File: src/rtl/pc_sequencer.sv
// Fetch-stage program counter with incrementer, branch/jump redirect
// and a circular return-address stack for call/return.
module pc_sequencer #(
  parameter int               WIDTH        = 32,
  parameter int               STEP         = 4,
  parameter int               SHIFT        = 2,
  parameter int               ALIGN_BITS   = 2,
  parameter logic [WIDTH-1:0] RESET_VECTOR = 32'h0000_0000,
  parameter logic [WIDTH-1:0] FAULT_VECTOR = 32'h0000_0080,
  parameter int               DEPTH        = 4
) (
  input  logic             Clk,
  input  logic             Reset,
  input  logic             Stall,
  input  logic             BranchTaken,
  input  logic [WIDTH-1:0] BranchOffset,
  input  logic             Jump,
  input  logic [WIDTH-1:0] JumpTarget,
  input  logic             Call,
  input  logic             Ret,
  output logic [WIDTH-1:0] PCResult,
  output logic [WIDTH-1:0] PCAddResult,
  output logic             RasEmpty,
  output logic             RasFull,
  output logic             RasUnderflow,
  output logic             MisalignFault
);

  localparam int PW = $clog2(DEPTH);
  localparam int CW = $clog2(DEPTH + 1);
  localparam logic [WIDTH-1:0] ALIGN_MASK =
    WIDTH'((64'd1 << ALIGN_BITS) - 64'd1);

  logic [WIDTH-1:0] r_pc;
  logic [WIDTH-1:0] r_ras [DEPTH];
  logic [PW-1:0]    r_ptr;
  logic [CW-1:0]    r_count;
  logic             r_uf;
  logic             r_mf;

  logic [WIDTH-1:0] w_add;
  logic [WIDTH-1:0] w_br_tgt;
  logic [WIDTH-1:0] w_tgt;
  logic [WIDTH-1:0] w_next_pc;
  logic [PW-1:0]    w_ptr_inc;
  logic [PW-1:0]    w_ptr_dec;
  logic             w_empty;
  logic             w_full;
  logic             w_push;
  logic             w_pop;
  logic             w_redirect;
  logic             w_uf;
  logic             w_mf;

  assign w_add    = r_pc + WIDTH'(STEP);
  assign w_br_tgt = w_add + (BranchOffset << SHIFT);
  assign w_empty  = (r_count == '0);
  assign w_full   = (r_count == CW'(DEPTH));

  // ptr names the next free slot; top of stack sits one below it
  assign w_ptr_inc = (r_ptr == PW'(DEPTH - 1)) ? '0 : r_ptr + 1'b1;
  assign w_ptr_dec = (r_ptr == '0) ? PW'(DEPTH - 1) : r_ptr - 1'b1;

  always_comb begin
    w_next_pc  = w_add;
    w_tgt      = w_add;
    w_push     = 1'b0;
    w_pop      = 1'b0;
    w_redirect = 1'b0;
    w_uf       = 1'b0;
    if (Stall) begin
      w_next_pc = r_pc;
    end else if (Ret) begin
      if (!w_empty) begin
        w_pop      = 1'b1;
        w_redirect = 1'b1;
        w_tgt      = r_ras[w_ptr_dec];
      end else begin
        w_uf = 1'b1;
      end
    end else if (Jump) begin
      w_redirect = 1'b1;
      w_tgt      = JumpTarget;
      w_push     = Call;
    end else if (BranchTaken) begin
      w_redirect = 1'b1;
      w_tgt      = w_br_tgt;
    end
    w_mf = w_redirect && ((w_tgt & ALIGN_MASK) != '0);
    if (w_redirect) begin
      w_next_pc = w_mf ? FAULT_VECTOR : w_tgt;
    end
  end

  always_ff @(posedge Clk or posedge Reset) begin
    if (Reset) begin
      r_pc    <= RESET_VECTOR;
      r_ptr   <= '0;
      r_count <= '0;
      r_uf    <= 1'b0;
      r_mf    <= 1'b0;
      for (int i = 0; i < DEPTH; i++) begin
        r_ras[i] <= '0;
      end
    end else begin
      r_pc <= w_next_pc;
      r_uf <= w_uf;
      r_mf <= w_mf;
      if (w_push) begin
        r_ras[r_ptr] <= w_add;
        r_ptr        <= w_ptr_inc;
        if (!w_full) begin
          r_count <= r_count + 1'b1;
        end
      end else if (w_pop) begin
        r_ptr   <= w_ptr_dec;
        r_count <= r_count - 1'b1;
      end
    end
  end

  assign PCResult      = r_pc;
  assign PCAddResult   = w_add;
  assign RasEmpty      = w_empty;
  assign RasFull       = w_full;
  assign RasUnderflow  = r_uf;
  assign MisalignFault = r_mf;

endmodule

File: config.mk
export PLATFORM = sky130hd
export DESIGN_NAME = pc_sequencer
export DESIGN_NICKNAME = d
export VERILOG_FILES = /design/src/rtl/pc_sequencer.sv
export SDC_FILE = /design/constraint.sdc
export NUM_CORES = 1
export LEC_CHECK = 0
export ABC_CLOCK_PERIOD_IN_PS = 6500
export CORE_UTILIZATION = 35
export DETAILED_ROUTE_END_ITERATION = 10
export PLACE_DENSITY = 0.67
export SLEW_MARGIN = 20
export SYNTH_ARGS = -nofsm -noshare
export SYNTH_HDL_FRONTEND = slang
export SYNTH_SLANG_ARGS = --single-unit
File: constraint.sdc
create_clock -name Clk -period 6.5 [get_ports Clk]
set_clock_uncertainty 0.1 [all_clocks]
set_input_delay 1.3 -clock Clk [delete_from_list [all_inputs] [get_ports Clk]]
set_output_delay 1.3 -clock Clk [all_outputs]
set_load 0.01 [all_outputs]
==> results of run 1 <==
## report_power, final
part	total (mW)	switching [mW]	internal [mW]
registers	1.83	0.345	1.49
logic	3.04	1.62	1.42
clock network	0.971	0.466	0.505
## cell usage after synthesis, drive strengths merged, types with 3 or more instances
master  count
o22ai      21
nand2b      6
xnor2      21
a22oi       3
or3         3
and2        8
nor4        6
ha         38
dfrtp     167
or4         3
nor3       13
a22o        5
o21bai      3
or2         3
inv        54
mux2i       6
and4        6
o21ai      78
o211ai      5
a31oi       9
nor3b       3
a21oi     128
o311ai      3
o31ai       5
nor2      143
clkbuf     40
mux2       11
buf        24
nor2b       7
mux4       32
a21o       17
nand2      91
xor2       26
a211oi      8
and3       11
a41oi       3
o21a        6
nand4      14
nand3      17
o221ai      5
a221oi      3
## tightest hold or removal path: stages (launching register included)
cell	delay [ns]
dfrtp_1	0.34
nand2_1	0.04
o21ai_0	0.06
## worst max-delay path by stage
stage                      from  slack, ns         endpoint  cells after the start
CTS                 PCResult[2]       1.50  PCAddResult[29]                      7
floorplan                 Reset       0.58    MisalignFault                      1
detailed placement  PCResult[2]       1.66     PCResult[31]                     16
finish              PCResult[2]       1.44  PCAddResult[29]                      7
global route        PCResult[2]       1.29  PCAddResult[29]                      7
global placement    PCResult[2]       1.69     PCResult[31]                     13
## layout make-up
cell class              instances  area share [%]
clock buffers                  17            3.46
clock inverters                15            1.12
inverters                      55            1.72
multi-input cells             798            43.9
flip-flops and latches        167            34.0
well taps                     378            3.85
repair buffers                150            11.9
## per-layer routing
layer / track usage [%] / part of all wire [%] / wire length [um] / vias up
li1: - / - / - / 4111
met1: 29.6 / 44 / 13700 / 4355
met2: 34.4 / 46 / 14200 / 361
met3: 3.38 / 6.5 / 2020 / 47
met4: 8.93 / 3.1 / 948 / 0
met5: 0 / 0 / 0 / -
## registers in the layout (all words and copies together) (netlist names)
signal	cells
r_ptr	2
r_count	3
RasUnderflow	1
PCResult	32
r_ras	128
MisalignFault	1
## kinds of logic (layout without fill, tap and decap cells)
group | count (synthesis) | after routing | share of synthesized area [%]
AO/OA/AOI/OAI | 324 | 324 | 19.5
buffers and inverters | 119 | 237 | 4.82
multiplexers | 49 | 49 | 9.00
XOR/XNOR | 47 | 47 | 4.17
adder cells (fa/ha/maj) | 40 | 40 | 5.13
AND/OR/NAND/NOR | 338 | 338 | 15.9
flip-flops | 167 | 167 | 41.6
## stage by stage
step           cell area [um^2]  power (mW)
6_report                  12300        5.85
5_1_grt                   12300        6.25
4_1_cts                   12300        5.84
3_5_place_dp              11700        4.85
3_3_place_gp              11700        4.78
2_1_floorplan             10100        3.81
==> results by group, run 1 <==
Synthesis
  • Post-synth EDFFs: 0
  • Share of the synthesized area in the top cell type: between 40% and 50%
  • Ys async rst share: 100%
  • Synth Register Bits: around 170
  • Yosys Warn Count: 0
  • Largest cells by area after synthesis: dfrtp_1, mux4_2, a21oi_1
  • Syn Nets: 1,195
  • Sequential element share of the synthesized area: 41.6%
  • Gate Count Post-Synth: ~1,100
  • Post-synth top flop: dfrtp_1
  • Syn_area_per_cell: just over 9 um^2
  • Post-Syn Area: approximately 10,000 um^2
  • Area leader, netlist: dfrtp_1
  • Synth cell types: 76

Timing
  • RSZ-0062 raised after global routing: no
  • Post-route minimum period: between 5 and 6 ns
  • Slew @ Worst Pin: between 1 and 1.5 ns
  • Rel. slew slack: around 27%
  • Pins Over Slew Limit: 0
  • Hold Fails Final Rpt: 0
  • Hold Slack: between 0.3 and 0.4 ns
  • Post-route setup TNS: 0 ns
  • Fmax: 0.198 GHz
  • Post-route setup slack: about 1.4 ns
  • Crit share post-route: 77.8%
  • Final setup vio count: 0

Detailed routing
  • 1st-iter DRT viols: 650
  • Post-route DRC: 0
  • Routed length per instance: 19.5 um
  • Vias per cell: between 5 and 6
  • Via count: 8,874
  • Antenna Violating Nets Remaining: 0
  • Iteration count of the initial detailed-routing pass: 7
  • DRT Wirelength: between 30 and 40 mm

Power
  • Peak supply drop: about 250 uV
  • Static Leak: between 5 and 6 nW
  • PD cells: ~480 nW/um^2

Critical path
  • Worst path bufs/invs: 2
  • Internal reg-to-reg setup slack: between 1.5 and 2 ns
  • Worst path arrival time: 3.66 ns
  • FF-to-FF Start: PCResult[2]
  • Crit path max-delay family: simple AND/OR/NAND/NOR gates
  • Reg2Reg Depth: 13
  • Critical path class: reg2out
  • Worst path most repeated cell: nand4_1
  • Crit-path max FO: 11
  • Max stage delay cell, worst path: nor4_2
  • CP required: a little over 5 ns
  • CP Launch Type: register
  • Crit path cell chain: nand4_1 -> nor4_2 -> and2_1 -> nand4_1 -> xor2_1 -> inv_1 -> clkdlybuf4s50_1
  • Worst setup EP type: output port
  • Worst path max stage delay: approximately 0.65 ns
  • Terminus of the critical flop-to-flop path: PCResult[31]

Layout
  • Diode count: 0
  • Most frequent cells in the layout: dfrtp_1, nor2_1, clkdlybuf4s50_1
  • Final Util: 43.9%
  • Share of layout cells above drive strength 1: under 10%
  • Sequential cell area: roughly 4200 um^2
  • Multi-input logic area: about 5400 um^2
  • Nets: roughly 1,300
  • Finished Layout Cells: roughly 1,600
  • Synthesis-to-finish area growth: 22.3%
  • Commonest non-fill, non-tap cell in the layout: dfrtp_1
  • Fillers: approximately 2,700

Clocking
  • CTS resizes: 0
  • H-tree Lvls: 4
  • CTS Root Cell: clkbuf_16
  • Reg clk slew, reported paths: roughly 0.07 ns
  • TritonCTS clock tree: done
  • Clk Latency, worst-skew pair: 0.43 ns
  • Clock buffer depth: 2
  • Sinks on Clock Net: 167
  • Post-CTS setup buffer count: 0
  • CTS hold repair buffers: 0
  • CTS buffer count: 17

Global route
  • Largest net degree at the start of global routing: 85
  • Global route overflow: 0
  • Number of global-route vias before repair: approximately 8,700
  • GRT Util Overall: between 20% and 30%
  • Initial antenna violation count: 0
  • First-pass GRT wire length: just under 50 mm

Placement
  • Dpl ws: roughly 1.7 ns
  • RePlAce Congestion: slightly above 0.9
  • Inst Count DP: around 1,500
  • DP Wirelength: ~22 mm
  • I/O Buffers: 136

Floorplan
  • Starting Density: a little over a third
  • Io pins: approximately 140
  • Core outline area: 28,000 um^2
  • Die width: about 170 um
  • Row cnt: about 60
  • Die ar.: a little under 30,000 um^2
  • Die Ht: ~170 um

Hold path
  • Hold depth: 2
  • Min-delay src: r_ras[73]
  • Hold Path End: r_ras[73]
  • HP Class: reg2reg

Run
  • Max-cap violations: 0

Status
  • Status: finished clean
No activity file was read; power rests on OpenSTA's default activity.
==> run 2: changes to the inputs <==
--- a/config.mk
+++ b/config.mk
@@ -5,10 +5,10 @@
 export SDC_FILE = /design/constraint.sdc
 export NUM_CORES = 1
 export LEC_CHECK = 0
-export ABC_CLOCK_PERIOD_IN_PS = 6500
+export ABC_CLOCK_PERIOD_IN_PS = 4400
 export CORE_UTILIZATION = 35
 export DETAILED_ROUTE_END_ITERATION = 10
-export PLACE_DENSITY = 0.67
+export PLACE_DENSITY = 0.69
 export SLEW_MARGIN = 20
 export SYNTH_ARGS = -nofsm -noshare
 export SYNTH_HDL_FRONTEND = slang
==> constraint.sdc (replaced) <==
create_clock -name Clk -period 4.4 [get_ports Clk]
set_clock_uncertainty 0.1 [all_clocks]
set_input_delay 0.88 -clock Clk [delete_from_list [all_inputs] [get_ports Clk]]
set_output_delay 0.88 -clock Clk [all_outputs]
set_load 0.01 [all_outputs]
==> run 2 against run 1 <==
Against the previous run: sequential share of layout area shrank 1.5 points; critical path depth rose by 8; hold slack improved by 0.00080 ns; final area is 4.7% higher; global-route usage up 0.37 points; wire length grew 3.1%; setup slack got worse by 1.2 ns; non-clock buffer count is 58 higher; count of clock-buffer cells in the layout is 1 higher; first-iteration DRC count grew 17%; largest cell class unchanged; highest routed layer unchanged.
==> results by group, run 2 (same netlist as run 1, synthesis figures left out) <==
Clocking
  • Sinks on Clock Net: 167 (unchanged)
  • CTS Root Cell: clkbuf_16
  • Clk Latency, worst-skew pair: 0.43 ns (about the same)
  • CTS buffer count: 17 (unchanged)
  • Clock buffer depth: 2 (unchanged)
  • Reg clk slew, reported paths: 0.07 ns (about the same)
  • TritonCTS clock tree: done
  • H-tree Lvls: 4 (unchanged)

Critical path
  • Worst setup EP type: register
  • CP Launch Type: register
  • Max stage delay cell, worst path: dfrtp_1
  • Worst path most repeated cell: and3_1
  • Worst path arrival time: 4.46 ns (+0.80 ns)
  • CP startpoint: PCResult[3]
  • CP required: 4.67 ns (-0.43 ns)
  • Critical path class: reg2reg
  • Reg2Reg Depth: 15 (+2)
  • Crit path cell chain: ha_1 -> nand3_1 -> nor4_4 -> and3_1 -> and3_1 -> xnor2_1 -> inv_1 -> ha_1 -> and3_1 -> a221o_1 -> a21o_1 -> o41ai_2 -> buf_4 -> mux2i_1 -> and3_1
  • Internal reg-to-reg setup slack: 0.22 ns (-1.29 ns)
  • Worst path max stage delay: 0.43 ns (-0.22 ns)
  • Worst setup path end: PCResult[31]
  • Crit-path max FO: 5 (-6)
  • Terminus of the critical flop-to-flop path: PCResult[31]
  • FF-to-FF Start: PCResult[3]

Timing
  • RSZ-0062 raised after global routing: no
  • Post-route minimum period: between 4 and 5 ns
  • Slew @ Worst Pin: 0.773 ns (-0.316 ns)
  • Final setup vio count: 0 (unchanged)
  • Fmax: 0.239 GHz
  • Rel. slew slack: 48.2% (+21 points)
  • Pins Over Slew Limit: 0 (unchanged)
  • Hold Fails Final Rpt: 0 (unchanged)
  • Crit share post-route: 95.1%
  • Post-route setup TNS: 0 ns (unchanged)

Detailed routing
  • 1st-iter DRT viols: 763 (+17%)
  • Routed length per instance: 19.4 um (-0.58%)
  • DRT Wirelength: 31.8 mm (+3.1%)
  • Vias per cell: 5.55 (-1.2%)
  • Post-route DRC: 0 (unchanged)
  • Antenna Violating Nets Remaining: 0 (unchanged)
  • Iteration count of the initial detailed-routing pass: 5 (-2)
  • Via count: 9,086 (+2.4%)

Floorplan
  • Die ar.: 29,400 um^2 (unchanged)
  • Core outline area: 28,000 um^2 (unchanged)
  • Row cnt: 61 (unchanged)
  • Die Ht: 171 um (unchanged)
  • Die width: 171 um (unchanged)
  • Io pins: 139 (unchanged)
  • Starting Density: 35.9% (unchanged)

Hold path
  • HP Class: reg2reg

Layout
  • Synthesis-to-finish area growth: 28.1%
  • Commonest non-fill, non-tap cell in the layout: dfrtp_1
  • Finished Layout Cells: 1,638 (+3.7%)
  • Biggest register: r_ras
  • Fillers: 2,632 (-3.0%)
  • Nets: 1,358 (+4.5%)
  • Post-route cell area: 12,900 um^2 (+4.7%)
  • Max reg flops: 128 (unchanged)
  • Share of layout cells above drive strength 1: 13.7% (+4.2 points)
  • Diode count: 0 (unchanged)
  • Most frequent cells in the layout: dfrtp_1, nor2_1, clkdlybuf4s50_1

Power
  • Pint: 5.43 mW (+59%)
  • Comb pwr share: 53.1% (+1.1 points)
  • Sequential power share: 29.6% (-1.8 points)
  • Clock Power Share: 17.3% (+0.7 points)
  • Pwr Total: 9.09 mW (+56%)
  • Peak supply drop: 323 uV (+30%)
  • Psw: 3.66 mW (+51%)
  • PD cells: 706 nW/um^2 (+49%)
  • Sw Ratio: 40.3% (-1.2 points)
  • Static Leak: 5.64 nW (+6.1%)

Run
  • Max-cap violations: 0 (unchanged)

Placement
  • RePlAce Congestion: 0.971 (+6.1%)
  • Post-DP Area: 12,200 um^2 (+4.2%)
  • Inst Count DP: 1,605 (+3.7%)
  • I/O Buffers: 136 (unchanged)
  • DP Wirelength: 23.5 mm (+4.6%)

Global route
  • Largest net degree at the start of global routing: 88 (+3.5%)
  • Initial antenna violation count: 0 (unchanged)
  • Global route overflow: 0 (unchanged)
  • GRT Util Overall: 22.1% (+0.37 points)
  • First-pass GRT wire length: 49.0 mm (+1.5%)
  • Number of global-route vias before repair: 8,811 (+1.6%)

Status
  • Status: finished clean
run 2: how the worst min path moves through the flow:
| stage | slack [ns] | from | cells past startpoint | end |
|---|---|---|---|---|
| 6_report | 0.38 | r_ras[64] | 2 | r_ras[64] |
| 3_5_place_dp | 0.36 | r_ras[64] | 2 | r_ras[64] |
| 5_1_grt | 0.40 | r_ras[94] | 2 | r_ras[94] |
| 2_1_floorplan | 0.34 | r_ras[64] | 2 | r_ras[64] |
| 3_3_place_gp | 0.36 | r_ras[90] | 2 | r_ras[90] |
| 4_1_cts | 0.38 | r_ras[64] | 2 | r_ras[64] |
run 2: routing by layer:
layer	share of wire [%]	wire [um]	vias to the layer above	GRT usage, %
met3	7.1	2270	56	3.93
met4	2.5	805	0	6.91
met5	0	0	-	0
met1	44	13900	4466	30.2
li1	-	-	4219	-
met2	47	14800	345	35.5
run 2: power groups by stage:
stage                     logic, mW  registers [mW]  clock network, mW
final                          4.82            2.69               1.57
after global routing           5.26            2.77               1.66
after CTS                      4.78            2.68               1.60
after detailed placement       4.74            2.70                  0
after global placement         4.66            2.67                  0
after floorplan                3.01            2.62                  0
run 2: cell type report:
class	instances	area, um^2	area share (%)
clock inverters	14	190	1.48
flip-flops and latches	167	4180	32.5
inverters	55	210	1.63
multi-input cells	798	5420	42.1
repair buffers	208	1980	15.4
clock buffers	18	429	3.33
well taps	378	473	3.67
run 2: stage by stage:
stage	util (%)	setup WS (ns)	hold WS, ns
floorplan	-	0.499	0.340
detailed placement	43.6	0.255	0.362
global placement	43.6	0.277	0.357
CTS	45.9	0.228	0.380
global route	46.0	0.00194	0.402
finish	46.0	0.216	0.380
run 2: worst max-delay path: cells and delay by family (launching register included):
family,cells,cell delay (ns)
multiplexers,1,0.15
flip-flops,1,0.43
buffers and inverters,2,0.31
AO/OA/AOI/OAI,3,0.88
AND/OR/NAND/NOR,6,1.52
XOR/XNOR,1,0.18
adder cells (fa/ha/maj),2,0.56
run 2: what timing repair did:
action	in CTS	in global routing
setup buffers	0	1
resized for setup	0	4
hold buffers	0	0
setup endpoints to repair	0	2
